File: config.mk
export PLATFORM = sky130hd
export DESIGN_NAME = interrupt_ctrl
export DESIGN_NICKNAME = d
export VERILOG_FILES = /design/src/rtl/interrupt_ctrl_pkg.sv /design/src/rtl/interrupt_ctrl_sync.sv /design/src/rtl/interrupt_ctrl.sv
export SDC_FILE = /design/constraint.sdc
export NUM_CORES = 1
export LEC_CHECK = 0
export ABC_CLOCK_PERIOD_IN_PS = 5800
export CAP_MARGIN = 15
export CORE_UTILIZATION = 43
export CTS_BUF_LIST = sky130_fd_sc_hd__clkbuf_16
export CTS_CLUSTER_DIAMETER = 120
export DETAILED_ROUTE_END_ITERATION = 10
export GPL_ROUTABILITY_DRIVEN = 0
export PLACE_DENSITY = 0.87
export SLEW_MARGIN = 30
export SYNTH_ARGS = -nofsm -noshare
export SYNTH_HDL_FRONTEND = slang
export SYNTH_SLANG_ARGS = --single-unit
File: constraint.sdc
create_clock -name i_clk -period 5.8 [get_ports i_clk]
set_clock_uncertainty 0.2 [all_clocks]
set_input_delay 1.45 -clock i_clk [delete_from_list [all_inputs] [get_ports i_clk]]
set_output_delay 1.45 -clock i_clk [all_outputs]
set_load 0.005 [all_outputs]
File: src/rtl/interrupt_ctrl_pkg.sv
// Shared core types and constants for the interrupt controller.
// Combinational definitions only: no latency, no flow control.
package interrupt_ctrl_pkg;

    localparam int XLEN = 32;

    typedef logic [XLEN-1:0] reg_data_t;

    typedef struct packed {
        logic [1:0] priv;
        logic       mie;
        logic       sie;
    } program_state_t;

    localparam logic [1:0] PRIV_U = 2'd0;
    localparam logic [1:0] PRIV_S = 2'd1;
    localparam logic [1:0] PRIV_M = 2'd3;

    localparam int IRQ_SSI = 1;
    localparam int IRQ_MSI = 3;
    localparam int IRQ_STI = 5;
    localparam int IRQ_MTI = 7;
    localparam int IRQ_SEI = 9;
    localparam int IRQ_MEI = 11;

    typedef enum logic [1:0] {
        INT_IDLE = 2'd0,
        INT_REQ  = 2'd1,
        INT_HOLD = 2'd2
    } int_state_e;

endpackage

File: src/rtl/interrupt_ctrl_sync.sv
// WIDTH-bit, STAGES-deep flop chain for asynchronous level lines.
// Latency STAGES cycles; free-running, no backpressure.
module int_sync #(
    parameter int WIDTH  = 12,
    parameter int STAGES = 2
) (
    input  logic             i_clk,
    input  logic             i_rst,
    input  logic [WIDTH-1:0] i_d,
    output logic [WIDTH-1:0] o_q
);

    logic [STAGES-1:0][WIDTH-1:0] r_chain;

    always_ff @(posedge i_clk or posedge i_rst) begin
        if (i_rst) begin
            r_chain <= '0;
        end else begin
            r_chain[0] <= i_d;
            for (int s = 1; s < STAGES; s++) begin
                r_chain[s] <= r_chain[s-1];
            end
        end
    end

    assign o_q = r_chain[STAGES-1];

endmodule

File: src/rtl/interrupt_ctrl.sv
// Interrupt controller: sync, eligibility, fixed-priority pick, req/ack to commit, hold-off.
// Request one cycle after an eligible sample with i_e; held until ack or withdraw, then HOLDOFF_CYCLES quiet.
module interrupt_ctrl
    import interrupt_ctrl_pkg::*;
#(
    parameter int NUM_INT        = 12,
    parameter int SYNC_STAGES    = 2,
    parameter int HOLDOFF_CYCLES = 2
) (
    input  logic                i_clk,
    input  logic                i_rst,
    input  logic [NUM_INT-1:0]  i_ext_irq,
    input  logic [NUM_INT-1:0]  i_intp,
    input  logic [NUM_INT-1:0]  i_inte,
    input  logic [NUM_INT-1:0]  i_mideleg,
    input  program_state_t      i_ps,
    input  logic                i_e,
    input  logic                i_int_ack,
    output logic                o_int,
    output logic                o_to_s,
    output reg_data_t           o_data,
    output logic [NUM_INT-1:0]  o_pending
);

    localparam int IDX_W     = $clog2(NUM_INT);
    localparam int CNT_W     = (HOLDOFF_CYCLES > 1) ? $clog2(HOLDOFF_CYCLES) : 1;
    localparam int HOLD_LOAD = (HOLDOFF_CYCLES > 0) ? HOLDOFF_CYCLES - 1 : 0;

    typedef struct packed {
        logic             vld;
        logic [IDX_W-1:0] idx;
    } pick_t;

    // Scans lowest priority first so the highest-priority hit is written last.
    function automatic pick_t pick_grp(input logic [NUM_INT-1:0] c);
        pick_t p;
        p = '0;
        for (int i = 0; i < 12; i += 2) begin
            if (c[i]) p = '{1'b1, IDX_W'(i)};
        end
        for (int i = 12; i < NUM_INT; i++) begin
            if (c[i]) p = '{1'b1, IDX_W'(i)};
        end
        if (c[IRQ_STI]) p = '{1'b1, IDX_W'(IRQ_STI)};
        if (c[IRQ_SSI]) p = '{1'b1, IDX_W'(IRQ_SSI)};
        if (c[IRQ_SEI]) p = '{1'b1, IDX_W'(IRQ_SEI)};
        if (c[IRQ_MTI]) p = '{1'b1, IDX_W'(IRQ_MTI)};
        if (c[IRQ_MSI]) p = '{1'b1, IDX_W'(IRQ_MSI)};
        if (c[IRQ_MEI]) p = '{1'b1, IDX_W'(IRQ_MEI)};
        return p;
    endfunction

    logic [NUM_INT-1:0] w_ext_s;
    logic [NUM_INT-1:0] w_ready;
    logic [NUM_INT-1:0] w_cand;
    logic               w_m_ok;
    logic               w_s_ok;
    pick_t              w_m_pick;
    pick_t              w_s_pick;
    logic [IDX_W-1:0]   w_win_idx;
    logic               w_win_vld;
    logic               w_win_to_s;
    reg_data_t          w_cause;

    int_state_e         r_state;
    logic [IDX_W-1:0]   r_idx;
    logic               r_to_s;
    reg_data_t          r_data;
    logic [CNT_W-1:0]   r_cnt;

    int_sync #(
        .WIDTH  (NUM_INT),
        .STAGES (SYNC_STAGES)
    ) u_sync (
        .i_clk (i_clk),
        .i_rst (i_rst),
        .i_d   (i_ext_irq),
        .o_q   (w_ext_s)
    );

    assign w_ready = (i_intp | w_ext_s) & i_inte;
    assign w_m_ok  = (i_ps.priv != PRIV_M) | i_ps.mie;
    assign w_s_ok  = (i_ps.priv == PRIV_U) | ((i_ps.priv == PRIV_S) & i_ps.sie);
    assign w_cand  = w_ready & ((~i_mideleg & {NUM_INT{w_m_ok}}) | (i_mideleg & {NUM_INT{w_s_ok}}));

    assign w_m_pick   = pick_grp(w_cand & ~i_mideleg);
    assign w_s_pick   = pick_grp(w_cand & i_mideleg);
    assign w_win_vld  = w_m_pick.vld | w_s_pick.vld;
    assign w_win_to_s = ~w_m_pick.vld;
    assign w_win_idx  = w_m_pick.vld ? w_m_pick.idx : w_s_pick.idx;

    always_comb begin
        w_cause                 = '0;
        w_cause[XLEN-1]         = 1'b1;
        w_cause[IDX_W-1:0]      = w_win_idx;
    end

    always_ff @(posedge i_clk or posedge i_rst) begin
        if (i_rst) begin
            r_state <= INT_IDLE;
            r_idx   <= '0;
            r_to_s  <= 1'b0;
            r_data  <= '0;
            r_cnt   <= '0;
        end else begin
            case (r_state)
                INT_IDLE: begin
                    if (i_e && w_win_vld) begin
                        r_state <= INT_REQ;
                        r_idx   <= w_win_idx;
                        r_to_s  <= w_win_to_s;
                        r_data  <= w_cause;
                    end
                end
                INT_REQ: begin
                    // Ack takes precedence over withdraw: the trap is already being taken.
                    if (i_int_ack) begin
                        if (HOLDOFF_CYCLES > 0) begin
                            r_state <= INT_HOLD;
                            r_cnt   <= CNT_W'(HOLD_LOAD);
                        end else begin
                            r_state <= INT_IDLE;
                        end
                    end else if (!w_cand[r_idx]) begin
                        r_state <= INT_IDLE;
                    end
                end
                INT_HOLD: begin
                    if (r_cnt == '0) begin
                        r_state <= INT_IDLE;
                    end else begin
                        r_cnt <= r_cnt - 1'b1;
                    end
                end
                default: r_state <= INT_IDLE;
            endcase
        end
    end

    assign o_int     = (r_state == INT_REQ);
    assign o_to_s    = r_to_s;
    assign o_data    = r_data;
    assign o_pending = w_ext_s;

endmodule

# Yosys cells after proc, flatten, opt, wreduce, memory -nomap -nowiden
# Cells that the tools add are included.
[op_classes]
addsub = 1
eq_ne = 8
magnitude_cmp = 1
n_bitwise = 14
muxes = 35
reduce_logical = 7
[op_table]
columns = ["op", "n"]
rows = [
  ["$mux 5", 24],
  ["$and 12x12->12", 6],
  ["$or 12x12->12", 2],
  ["$not 12->12", 1],
  ["$mux 2", 4],
  ["$ne 2x2->1 const B", 4],
  ["$pmux 2 s3", 1],
  ["$lt 4x5->1 const B", 1],
  ["$bmux 1 s4", 1],
  ["$eq 2x1->1 const B", 2],
  ["$logic_not 2->1", 2],
  ["$mux 4", 1],
  ["$reduce_and 2->1", 2],
  ["$mux 1", 3],
  ["$ne 3x3->1 const B", 1],
  ["$or 1x1->1", 3],
  ["$reduce_and 3->1", 1],
  ["$eq 2x2->1 const B", 1],
  ["$pmux 1 s2", 1],
  ["$reduce_bool 2->1", 1],
  ["$and 1x1->1", 1],
  ["$logic_and 1x1->1", 1],
  ["$not 1->1", 1],
  ["$sub 1x1->1 const B", 1],
]
[word_totals]
inputBits = 56
out_inout_bits = 46
register_bits = 37

# Logic depth before layout (Yosys ltp)
# Gate-level depths: netlist (run 1).
[logic_depth]
word_depth = 23
mapped_depth = 7
depth_no_buf = 6

# Hierarchy
# A second synthesis (run 1) with hierarchy kept.
[unflattened]
hier_cells = 217
area_unflattened_um2 = 2049.5
[modules_own_cells]
columns = ["mod", "area_per_inst_um2", "seq_area_each_um2", "cells_per_inst", "n_inst"]
rows = [
  ["interrupt_ctrl", 1355.0, 225.2, 180, 1],
  ["int_sync", 694.4, 600.6, 37, 1],
]

# Worst setup path before layout (run 1)
# Ideal clock, no wire load.
[synth_path]
path_type = "input -> register"
from = "input port i_intp[3]"
to = "register r_data[3], in the netlist o_data[3]"
path_stages = 6
setup_slack_ps = 2692
t_arrival_ps = 2781
path_buffers = 0
cell_sequence = "o21ai_1 o22ai_1 nor4_2 a21oi_1 o21a_1 mux2_1"
[synth_via]
elab_chain_cells = 9
[synth_rtl]
columns = ["element", "line", "source"]
rows = [
  ["from (decl)", "interrupt_ctrl.sv:13", "input logic [NUM_INT-1:0] i_intp,"],
  ["$or 12x12->12 *", "interrupt_ctrl.sv:81", "assign w_ready = (i_intp | w_ext_s) & i_inte;"],
  ["$and 12x12->12 *", "interrupt_ctrl.sv:81", ""],
  ["$and 12x12->12 *", "interrupt_ctrl.sv:84", "assign w_cand = w_ready & ((~i_mideleg & {NUM_INT{w_m_ok}}) | (i_mideleg & {NUM_INT{w_s_ok}}));"],
  ["$and 12x12->12, on equally long branches", "interrupt_ctrl.sv:86, interrupt_ctrl.sv:87", ""],
  ["$mux 5", "interrupt_ctrl.sv:48", "if (c[IRQ_MSI]) p = '{1'b1, IDX_W'(IRQ_MSI)};"],
  ["$mux 5", "interrupt_ctrl.sv:49", "if (c[IRQ_MEI]) p = '{1'b1, IDX_W'(IRQ_MEI)};"],
  ["$or 1x1->1", "interrupt_ctrl.sv:88", "assign w_win_vld = w_m_pick.vld | w_s_pick.vld;"],
  ["$logic_and 1x1->1", "interrupt_ctrl.sv:108", "if (i_e && w_win_vld) begin"],
  ["$reduce_and 2->1 (no line)", "-", ""],
  ["to (signal assigned)", "interrupt_ctrl.sv:112", "r_data <= w_cause;"],
  ["to (decl)", "interrupt_ctrl.sv:68", "reg_data_t r_data;"],
]
# Every way passes the cells marked *; elsewhere a longest branch is shown, timed or not.
# A chain may end at the register's enable or synchronous reset.

# Final worst setup path (run 1)
[layout_path]
from = "input port i_ps[3] (netlist name)"
to = "register r_state[0]"
[layout_via]
elab_chain_cells = 23
[layout_rtl]
columns = ["element", "line", "source"]
rows = [
  ["from (decl)", "interrupt_ctrl.sv:16", "input program_state_t i_ps,"],
  ["$eq 2x1->1", "interrupt_ctrl.sv:83", "assign w_s_ok = (i_ps.priv == PRIV_U) | ((i_ps.priv == PRIV_S) & i_ps.sie);"],
  ["$and 1x1->1", "interrupt_ctrl.sv:83", ""],
  ["$or 1x1->1", "interrupt_ctrl.sv:83", ""],
  ["$and 12x12->12", "interrupt_ctrl.sv:84", ""],
  ["$or 12x12->12 *", "interrupt_ctrl.sv:84", ""],
  ["$and 12x12->12 *", "interrupt_ctrl.sv:84", ""],
  ["$and 12x12->12, on equally long branches", "interrupt_ctrl.sv:86, interrupt_ctrl.sv:87", ""],
  ["$mux 5 (6 in series)", "interrupt_ctrl.sv:39", "if (c[i]) p = '{1'b1, IDX_W'(i)};"],
  ["[... 2 more ...]", "-", ""],
  ["$mux 5", "interrupt_ctrl.sv:46", "if (c[IRQ_SEI]) p = '{1'b1, IDX_W'(IRQ_SEI)};"],
  ["$mux 5", "interrupt_ctrl.sv:47", "if (c[IRQ_MTI]) p = '{1'b1, IDX_W'(IRQ_MTI)};"],
  ["$mux 5", "interrupt_ctrl.sv:48", ""],
  ["$mux 5", "interrupt_ctrl.sv:49", ""],
  ["$or 1x1->1", "interrupt_ctrl.sv:88", ""],
  ["$logic_and 1x1->1", "interrupt_ctrl.sv:108", ""],
  ["$ne 2x2->1 (no line)", "-", ""],
  ["$reduce_and 3->1 (no line) *", "-", ""],
  ["to (signal assigned)", "interrupt_ctrl.sv:100", "r_state <= INT_IDLE;"],
  ["to (signal assigned)", "interrupt_ctrl.sv:109", "r_state <= INT_REQ;"],
  ["to (signal assigned)", "interrupt_ctrl.sv:119", "r_state <= INT_HOLD;"],
  ["to (decl)", "interrupt_ctrl.sv:65", "int_state_e r_state;"],
]
# Every way passes the cells marked *; elsewhere a longest branch is shown, timed or not. The select of a mux whose other input is x is not followed.

==> results.md, run 1 <==
- Status: completed
- Ranking of synthesized cells by area: dfrtp_1 41%, buf_4 14%, o211ai_1 4.8%
- 1st-iter DRT viols: 206
- Postcts setup bufs: 0
- Number of remaining DRC errors: 0
- Hold buffers post-CTS: 0
- Worst slew pin tran: 694 ps
- Ys async rst share: 1.00
- CP startpoint kind: primary input
- Max-cap violations: 0
- Grt ovf: 0
- Cell taking the most area after synthesis: dfrtp_1
- Power Total: 0.780 mW
- Total GRT Usage: 0.216
- Largest net degree at the start of global routing: 34
- CTS sink cnt: 33
- Setup ws final: 2150 ps
- Sequential area share after synthesis: 0.406
- Antenna diodes: 0
- Placed cell area: 2630 um^2
- FMAX: 274 MHz
- Unique cell type count in the Yosys netlist: 48
- Syn avg cell area: 9.12 um^2
- Share of the synthesized area in the top cell type: 0.406
- # IOs: 102
- Post-synthesis simple-gate area fraction: 0.132
- P_sw: 0.234 mW
- Leakage power: 1.14 nW
- Via density: 5.65
- CP Class: in -> reg
- Hold/Removal Path Class: reg -> reg
- Worst slack, placed: 1860 ps
- Max-Slew Margin vs Limit: 0.536
- Switching portion of total power: 0.301
- Final Hold Fails: 0
- Multiplexer share of the synthesized area: 0.00554
- Most common cell after layout, fill and taps aside: clkdlybuf4s50_1
- Comb pwr share: 0.296
- Routed Antenna Nets: 0
- DR pass1 iterations: 7
- Final min period: 3650 ps
- Post-synth EDFFs: 0
- Drt total wl: 5.24 mm
- Footprint of the multi-input gates: 967 um^2
- Syn Std Cell Area: 2030 um^2
- Row count: 24
- Clock transition at path regs: 50 ps
- Starting density of the core: 0.458
- Peak VDD IR: 0.174 mV
- XOR/XNOR Fraction of Synth Area: 0
- Endpoint type of the worst setup path: flop
- Vias: 1932
- Antenna violations before repair: 0
- DP HPWL: 4.11 mm
- Layout area overhead: 36.2%
- Die Ht: 70.8 um
- Die area: 5010 um^2
- Cells after Synth: 223
- PortBufs: 74
- Seq cells post-synth: 33
- First-pass GRT wire length: 8.31 mm
- Req. time, crit path: 5770 ps
- H-tree levels: 2
- Synth Warn #: 0
- Top FF cell, synth: dfrtp_1
- CTS resizes: 0
- Max-slew violations: 0
- Combinational family with the most area after synthesis: compound AO/OA/AOI/OAI gates
- Nets@finish: 345
- CTS tree: built
- Clk pwr share: 0.315
- Post-route clock period utilization: 0.630
- # setup viols final: 0
- CTS max path bufs: 2
- Fill cell count: 374
- Sequential power share: 0.389
- Int Pwr: 0.545 mW
- Compound-Gate Fraction of Synth Area: 0.288
- Seq. cell area: 826 um^2
- Final instance area: 2770 um^2
- CTS buffer count: 5
- Wire length per cell: 15.3 um
- Die W: 70.8 um
- Commonest cells after routing, fill and taps aside: 74 x clkdlybuf4s50_1, 33 x dfrtp_1, 27 x conb_1, 19 x o21ai_0, 15 x a21oi_1
- RSZ-0062 raised after global routing: no
- Number of global-route vias before repair: 1768
- CP Data Arrival Time: 3620 ps
- Layout cells sized above 1: 0.0379
- Worst skew pair latency: 280 ps
- Setup_tns: 0 ps
- Pwr Density: 281 nW/um^2
- Clock Root Buffer: clkbuf_16
- Worst-path fanout max: 11
- Core box area: 4440 um^2
- Post-Synth Adder-Cell Area: 0
==> worst max-delay path, stage by stage <==
cell and delay [ps]:
clkdlybuf4s50_1 610, and3b_1 440, or3_1 160, o21ai_1 50
a2111oi_0 580, nor4b_2 100, a31o_1 220
==> power by group through the flow <==
stage	combinational [mW]	sequential [mW]	clock [mW]
floorplan	0.139	0.291	0
global placement	0.223	0.305	0
detailed placement	0.228	0.306	0
CTS	0.230	0.303	0.248
global route	0.251	0.309	0.259
finish	0.231	0.303	0.246
==> final timing paths <==
kind | from | to | slack, ps | depth (start not counted)
setup / recovery | i_ps[3] | r_state[0] | 2150 | 7
hold / removal | u_sync.r_chain[2] | u_sync.o_q[2] | 140 | 0
setup reg to reg | u_sync.o_q[1] | o_data[3] | 3340 | 6
hold reg to reg | u_sync.r_chain[2] | u_sync.o_q[2] | 140 | 0
max in group asynchronous | i_rst | r_idx[2] | 3760 | 3
min in group asynchronous | i_rst | u_sync.o_q[10] | 1350 | 3
==> routing by layer <==
layer  routed length, um  vias to the layer above  global-route usage  share of wire
met5                   0                        -                   0              0
met4                 170                        0               0.104          0.032
met3                 528                       21              0.0826           0.10
met2                2390                      125               0.319           0.46
met1                2150                      884               0.280           0.41
li1                    -                      902                   -              -
==> sequential cells by signal (all words and copies together), names as in the netlist <==
register / cells
o_data: 2
o_to_s: 1
r_cnt: 1
r_idx: 3
r_state: 2
u_sync.o_q: 12
u_sync.r_chain: 12
==> cell type report <==
class                   instances  share of cell area
inverters                       7             0.00949
multi-input cells             167               0.349
well taps                      52              0.0235
clock inverters                 3             0.00452
repair buffers                 75               0.270
flip-flops and latches         33               0.298
clock buffers                   5              0.0452
==> Yosys cell counts, drive strengths merged, types with 2 or more instances <==
cell type   n
o21a        2
nor4b       2
o22ai       9
nand2       9
a2111oi     4
o211ai     13
inv         7
or2         3
o21ai      28
o211a       2
nor2b       4
a21oi      15
nor2       14
nand3       2
or3         2
buf        41
dfrtp      33
a211oi      3
nor3        7
nor4        2
==> cells by family (layout without fill, tap and decap cells) <==
logic type / after synthesis / in the layout
compound gates: 90 / 90
buf+inv: 49 / 90
flops: 33 / 33
mux: 1 / 1
other cells: 1 / 27
simple gates: 49 / 49
==> through the flow <==
stage / instances / util / hold WS [ps]
finish: 342 / 0.623 / 143
global route: 342 / 0.623 / 150
CTS: 342 / 0.623 / 146
detailed placement: 334 / 0.592 / 135
global placement: 334 / 0.592 / 133
floorplan: 249 / - / 131
(Power assumes the default switching activity.)
==> run 2: changes to the inputs <==
--- a/config.mk
+++ b/config.mk
@@ -5,14 +5,14 @@
 export SDC_FILE = /design/constraint.sdc
 export NUM_CORES = 1
 export LEC_CHECK = 0
-export ABC_CLOCK_PERIOD_IN_PS = 5800
+export ABC_CLOCK_PERIOD_IN_PS = 3160
 export CAP_MARGIN = 15
-export CORE_UTILIZATION = 43
+export CORE_UTILIZATION = 36
 export CTS_BUF_LIST = sky130_fd_sc_hd__clkbuf_16
 export CTS_CLUSTER_DIAMETER = 120
 export DETAILED_ROUTE_END_ITERATION = 10
 export GPL_ROUTABILITY_DRIVEN = 0
-export PLACE_DENSITY = 0.87
+export PLACE_DENSITY = 0.78
 export SLEW_MARGIN = 30
 export SYNTH_ARGS = -nofsm -noshare
 export SYNTH_HDL_FRONTEND = slang
==> constraint.sdc (replaced) <==
create_clock -name i_clk -period 3.16 [get_ports i_clk]
set_clock_uncertainty 0.2 [all_clocks]
set_input_delay 0.79 -clock i_clk [delete_from_list [all_inputs] [get_ports i_clk]]
set_output_delay 0.79 -clock i_clk [all_outputs]
set_load 0.005 [all_outputs]
==> results.md, run 2 (synthesis gave the netlist of run 1 again) <==
- Status: completed
- Max-slew violations: 0 (unchanged)
- Post-route clock period utilization: 0.885
- Sequential power share: 0.385 (-0.004)
- Die area: 5960 um^2 (+19%)
- Grt ovf: 0 (unchanged)
- Max-Slew Margin vs Limit: 0.653 (+0.117)
- Leakage power: 1.18 nW (+4.2%)
- Metal2 WL: 2.41 mm (+1.0%)
- 1st-iter DRT viols: 157 (-24%)
- Row count: 27 (+13%)
- CP startpoint kind: primary input
- First-pass GRT wire length: 8.63 mm (+3.8%)
- Die W: 77.2 um (+9.0%)
- Crit path from: i_mideleg[3]
- Int Pwr: 1.01 mW (+86%)
- Most common cell after layout, fill and taps aside: clkdlybuf4s50_1
- Setup_tns: 0 ps (unchanged)
- Critical-path top delay cell: clkdlybuf4s50_1
- Req. time, crit path: 3120 ps (-2650 ps)
- CTS tree: built
- Drt total wl: 5.35 mm (+2.1%)
- Reg-to-Reg Start: u_sync.o_q[9]
- Total GRT Usage: 0.189 (-0.0277)
- CP Data Arrival Time: 2760 ps (-860 ps)
- PortBufs: 74 (unchanged)
- Worst slew pin tran: 507 ps (-188 ps)
- Core box area: 5470 um^2 (+23%)
- CTS max path bufs: 2 (unchanged)
- Endpoint type of the worst setup path: flop
- CTS resizes: 0 (unchanged)
- Starting density of the core: 0.372 (-0.0860)
- Routed Antenna Nets: 0 (unchanged)
- Layout area overhead: 41.1%
- Final min period: 2800 ps
- Number of global-route vias before repair: 1831 (+3.6%)
- Max-cap violations: 0 (unchanged)
- # IOs: 102 (unchanged)
- Antenna diodes: 0 (unchanged)
- Uppermost layer routed: met4
- Clk pwr share: 0.312 (-0.003)
- P_sw: 0.436 mW (+86%)
- Reg-to-reg slack, setup: 980 ps (-2360 ps)
- CTS sink cnt: 33 (unchanged)
- Clock Root Buffer: clkbuf_16
- WP buf/inv: 1 (unchanged)
- Layout cells sized above 1: 0.0700 (+0.0321)
- CP Cell Sequence: clkdlybuf4s50_1, o211ai_1, a311oi_1, a21oi_1, nand2_1, o21a_1, mux2_1
- Crit-path leading delay family: compound AO/OA/AOI/OAI gates
- FMAX: 357 MHz
- Final instance area: 2870 um^2 (+3.6%)
- Comb pwr share: 0.304 (+0.008)
- Switching portion of total power: 0.301 (about the same)
- Wire length per cell: 14.4 um (-6.1%)
- CTS buffer count: 5 (unchanged)
- Hold buffers post-CTS: 0 (unchanged)
- Crit path largest cell delay: 580 ps (-30 ps)
- Worst skew pair latency: 280 ps (about the same)
- Pwr Density: 506 nW/um^2 (+80%)
- H-tree levels: 2 (unchanged)
- Final Hold Fails: 0 (unchanged)
- Largest net degree at the start of global routing: 34 (unchanged)
- Vias: 1963 (+1.6%)
- Nets@finish: 355 (+2.9%)
- Worst-path fanout max: 6 (-5)
- CP Class: in -> reg
- Met1 wire length: 2.26 mm (+4.7%)
- Die Ht: 77.2 um (+9.0%)
- Hold/Removal Path Class: reg -> reg
- RSZ-0062 raised after global routing: no
- Hold Crit Start: u_sync.r_chain[7]
- Via density: 5.28 (-6.6%)
- Routed wl met3: 569 um (+7.8%)
- # setup viols final: 0 (unchanged)
- Commonest cells after routing, fill and taps aside: 74 x clkdlybuf4s50_1, 33 x dfrtp_1, 27 x conb_1, 19 x o21ai_0, 15 x a21oi_1
- Number of remaining DRC errors: 0 (unchanged)
- Postcts setup bufs: 0 (unchanged)
- DP HPWL: 4.26 mm (+3.6%)
- Clock transition at path regs: 50 ps (about the same)
- Placed cell area: 2730 um^2 (+3.8%)
- DR pass1 iterations: 5 (-2)
- Peak VDD IR: 0.294 mV (+69%)
- Antenna violations before repair: 0 (unchanged)
## run 2: area by class of cell
cell class | instances | area (um^2)
fillers | 497 | 2600
multi-input cells | 167 | 967
flip-flops and latches | 33 | 826
repair buffers | 85 | 823
clock buffers | 5 | 125
well taps | 72 | 90.1
inverters | 7 | 26.3
clock inverters | 3 | 12.5
## run 2: stage by stage
| step | power [mW] | util | hold WS [ps] | cells | worst slack [ps] |
|---|---|---|---|---|---|
| after floorplan | 0.789 | - | 131 | 249 | 712 |
| after global placement | 0.990 | 0.499 | 133 | 364 | 199 |
| after detailed placement | 0.998 | 0.499 | 136 | 364 | 121 |
| after CTS | 1.45 | 0.524 | 148 | 372 | 369 |
| after global routing | 1.53 | 0.524 | 150 | 372 | 217 |
| final | 1.45 | 0.524 | 144 | 372 | 363 |
## run 2: worst paths after layout
| kind | endpoint | depth (start not counted) |
|---|---|---|
| max | o_data[3] | 7 |
| max in group asynchronous | o_to_s | 3 |
| min in group asynchronous | u_sync.r_chain[2] | 3 |
| min | u_sync.o_q[7] | 0 |
| max reg2reg | o_data[3] | 6 |
| min reg2reg | u_sync.o_q[7] | 0 |
## run 2: power by group through the flow
stage	clock network, mW	registers [mW]	logic (mW)
final	0.452	0.559	0.441
after global placement	0	0.560	0.430
after CTS	0.458	0.556	0.439
after floorplan	0	0.534	0.255
after global routing	0.481	0.570	0.483
after detailed placement	0	0.563	0.435
## run 2: routing by layer
| layer | global-route usage | vias up |
|---|---|---|
| li1 | - | 921 |
| met5 | 0 | - |
| met2 | 0.293 | 127 |
| met1 | 0.244 | 898 |
| met4 | 0.0698 | 0 |
| met3 | 0.0607 | 17 |
==> run 3: changes to the inputs <==
--- a/config.mk
+++ b/config.mk
@@ -12,7 +12,7 @@
 export CTS_CLUSTER_DIAMETER = 120
 export DETAILED_ROUTE_END_ITERATION = 10
 export GPL_ROUTABILITY_DRIVEN = 0
-export PLACE_DENSITY = 0.78
+export PLACE_DENSITY_LB_ADDON = 0.3
 export SLEW_MARGIN = 30
 export SYNTH_ARGS = -nofsm -noshare
 export SYNTH_HDL_FRONTEND = slang
==> results.md, run 3 (synthesis gave the netlist of run 1 again) <==
- Clock Root Buffer: clkbuf_16
- Worst slew pin tran: 476 ps (-30.7 ps)
- Layout cells sized above 1: 0.0638 (-0.00624)
- Post-route clock period utilization: 0.881 (-0.00451)
- Layout area overhead: 40.5%
- Worst skew pair latency: 280 ps (about the same)
- CTS buffer count: 5 (unchanged)
- Largest net degree at the start of global routing: 34 (unchanged)
- Die area: 5960 um^2 (unchanged)
- Pwr Density: 503 nW/um^2 (-0.51%)
- Max-Slew Margin vs Limit: 0.674 (+0.0210)
- Max-cap violations: 0 (unchanged)
- Hold buffers post-CTS: 0 (unchanged)
- Die W: 77.2 um (unchanged)
- Starting density of the core: 0.372 (unchanged)
- Placed cell area: 2730 um^2 (-0.27%)
- Endpoint type of the worst setup path: flop
- CTS max path bufs: 2 (unchanged)
- Postcts setup bufs: 0 (unchanged)
- Commonest cells after routing, fill and taps aside: 74 x clkdlybuf4s50_1, 33 x dfrtp_1, 27 x conb_1, 19 x o21ai_0, 15 x a21oi_1
- # IOs: 102 (unchanged)
- CP Class: in -> reg
- Grt ovf: 0 (unchanged)
- Vias: 1948 (-0.76%)
- Crit path largest cell delay: 420 ps (-160 ps)
- Die Ht: 77.2 um (unchanged)
- WP buf/inv: 1 (unchanged)
- Wire length per cell: 14.5 um (+0.48%)
- CTS resizes: 0 (unchanged)
- Peak VDD IR: 0.329 mV (+12%)
- Number of global-route vias before repair: 1882 (+2.8%)
- CP startpoint kind: primary input
- # setup viols final: 0 (unchanged)
- Number of remaining DRC errors: 0 (unchanged)
- Antenna violations before repair: 0 (unchanged)
- FMAX: 359 MHz (+0.51%)
- Final Hold Fails: 0 (unchanged)
- Most common cell after layout, fill and taps aside: clkdlybuf4s50_1
- Clock transition at path regs: 50 ps (about the same)
- Final instance area: 2860 um^2 (-0.44%)
- Power Total: 1.44 mW (-0.95%)
- Routed Antenna Nets: 0 (unchanged)
- Critical-path top delay cell: clkdlybuf4s50_1
- Req. time, crit path: 3120 ps (about the same)
- CTS sink cnt: 33 (unchanged)
- Drt total wl: 5.35 mm (about the same)
- Total GRT Usage: 0.188 (-0.00117)
- Nets@finish: 354 (-0.28%)
- Max-slew violations: 0 (unchanged)
- DP HPWL: 4.29 mm (+0.61%)
- Core box area: 5470 um^2 (unchanged)
- Leakage power: 1.18 nW (-0.40%)
- Final min period: 2780 ps (-14.3 ps)
- PortBufs: 74 (unchanged)
- CP Data Arrival Time: 2740 ps (-20 ps)
- Setup_tns: 0 ps (unchanged)
- RSZ-0062 raised after global routing: no
- Antenna diodes: 0 (unchanged)
- Hold/Removal Path Class: reg -> reg
- CTS tree: built
- 1st-iter DRT viols: 118 (-25%)
- DR pass1 iterations: 6 (+1)
- First-pass GRT wire length: 8.63 mm (unchanged)
- Status: completed
- Via density: 5.26 (-0.23%)
- H-tree levels: 2 (unchanged)
- Row count: 27 (unchanged)
- Worst-path fanout max: 6 (unchanged)
- CP Cell Sequence: clkdlybuf4s50_1, o21ai_0, nor2_1, nor4_2, a21oi_1, o21a_1, mux2_1
- Crit-path leading delay family: compound AO/OA/AOI/OAI gates
-- run 3: worst paths after layout --
| check | cells past startpoint | start | slack, ps | end |
|---|---|---|---|---|
| max | 7 | i_intp[5] | 380 | o_data[3] |
| min | 0 | u_sync.r_chain[1] | 140 | u_sync.o_q[1] |
| max reg2reg | 6 | u_sync.o_q[5] | 920 | o_data[3] |
| min reg2reg | 0 | u_sync.r_chain[1] | 140 | u_sync.o_q[1] |
| max in group asynchronous | 3 | i_rst | 1770 | o_data[3] |
| min in group asynchronous | 3 | i_rst | 700 | u_sync.r_chain[2] |
-- run 3: final cells by class --
| cell class | instances | area, um^2 |
|---|---|---|
| Clock inverter | 2 | 7.51 |
| Clock buffer | 5 | 125 |
| Tap cell | 72 | 90.1 |
| Multi-Input combinational cell | 167 | 967 |
| Sequential cell | 33 | 826 |
| Fill cell | 509 | 2620 |
| Timing Repair Buffer | 84 | 816 |
| Inverter | 7 | 26.3 |
-- run 3: routing by layer --
layer / global-route usage / vias up / wire [um]
met5: 0 / - / 0
met4: 0.0774 / 0 / 130
met3: 0.0607 / 18 / 587
met2: 0.297 / 133 / 2440
met1: 0.234 / 879 / 2200
li1: - / 918 / -
-- run 3: report_power, final --
group	switching, mW	internal [mW]	leakage [nW]	total, mW
clock network	0.162	0.281	0.0685	0.443
registers	0.0752	0.483	0.385	0.558
logic	0.191	0.246	0.726	0.436
total	0.428	1.01	1.18	1.44
-- run 3: metrics by stage --
| stage | cells | utilization | hold WS [ps] | worst slack [ps] |
|---|---|---|---|---|
| after global placement | 363 | 0.498 | 132 | 107 |
| after detailed placement | 363 | 0.498 | 135 | 91.9 |
| after floorplan | 249 | - | 131 | 712 |
| after global routing | 370 | 0.522 | 153 | 163 |
| final | 370 | 0.522 | 144 | 377 |
| after CTS | 370 | 0.522 | 146 | 375 |
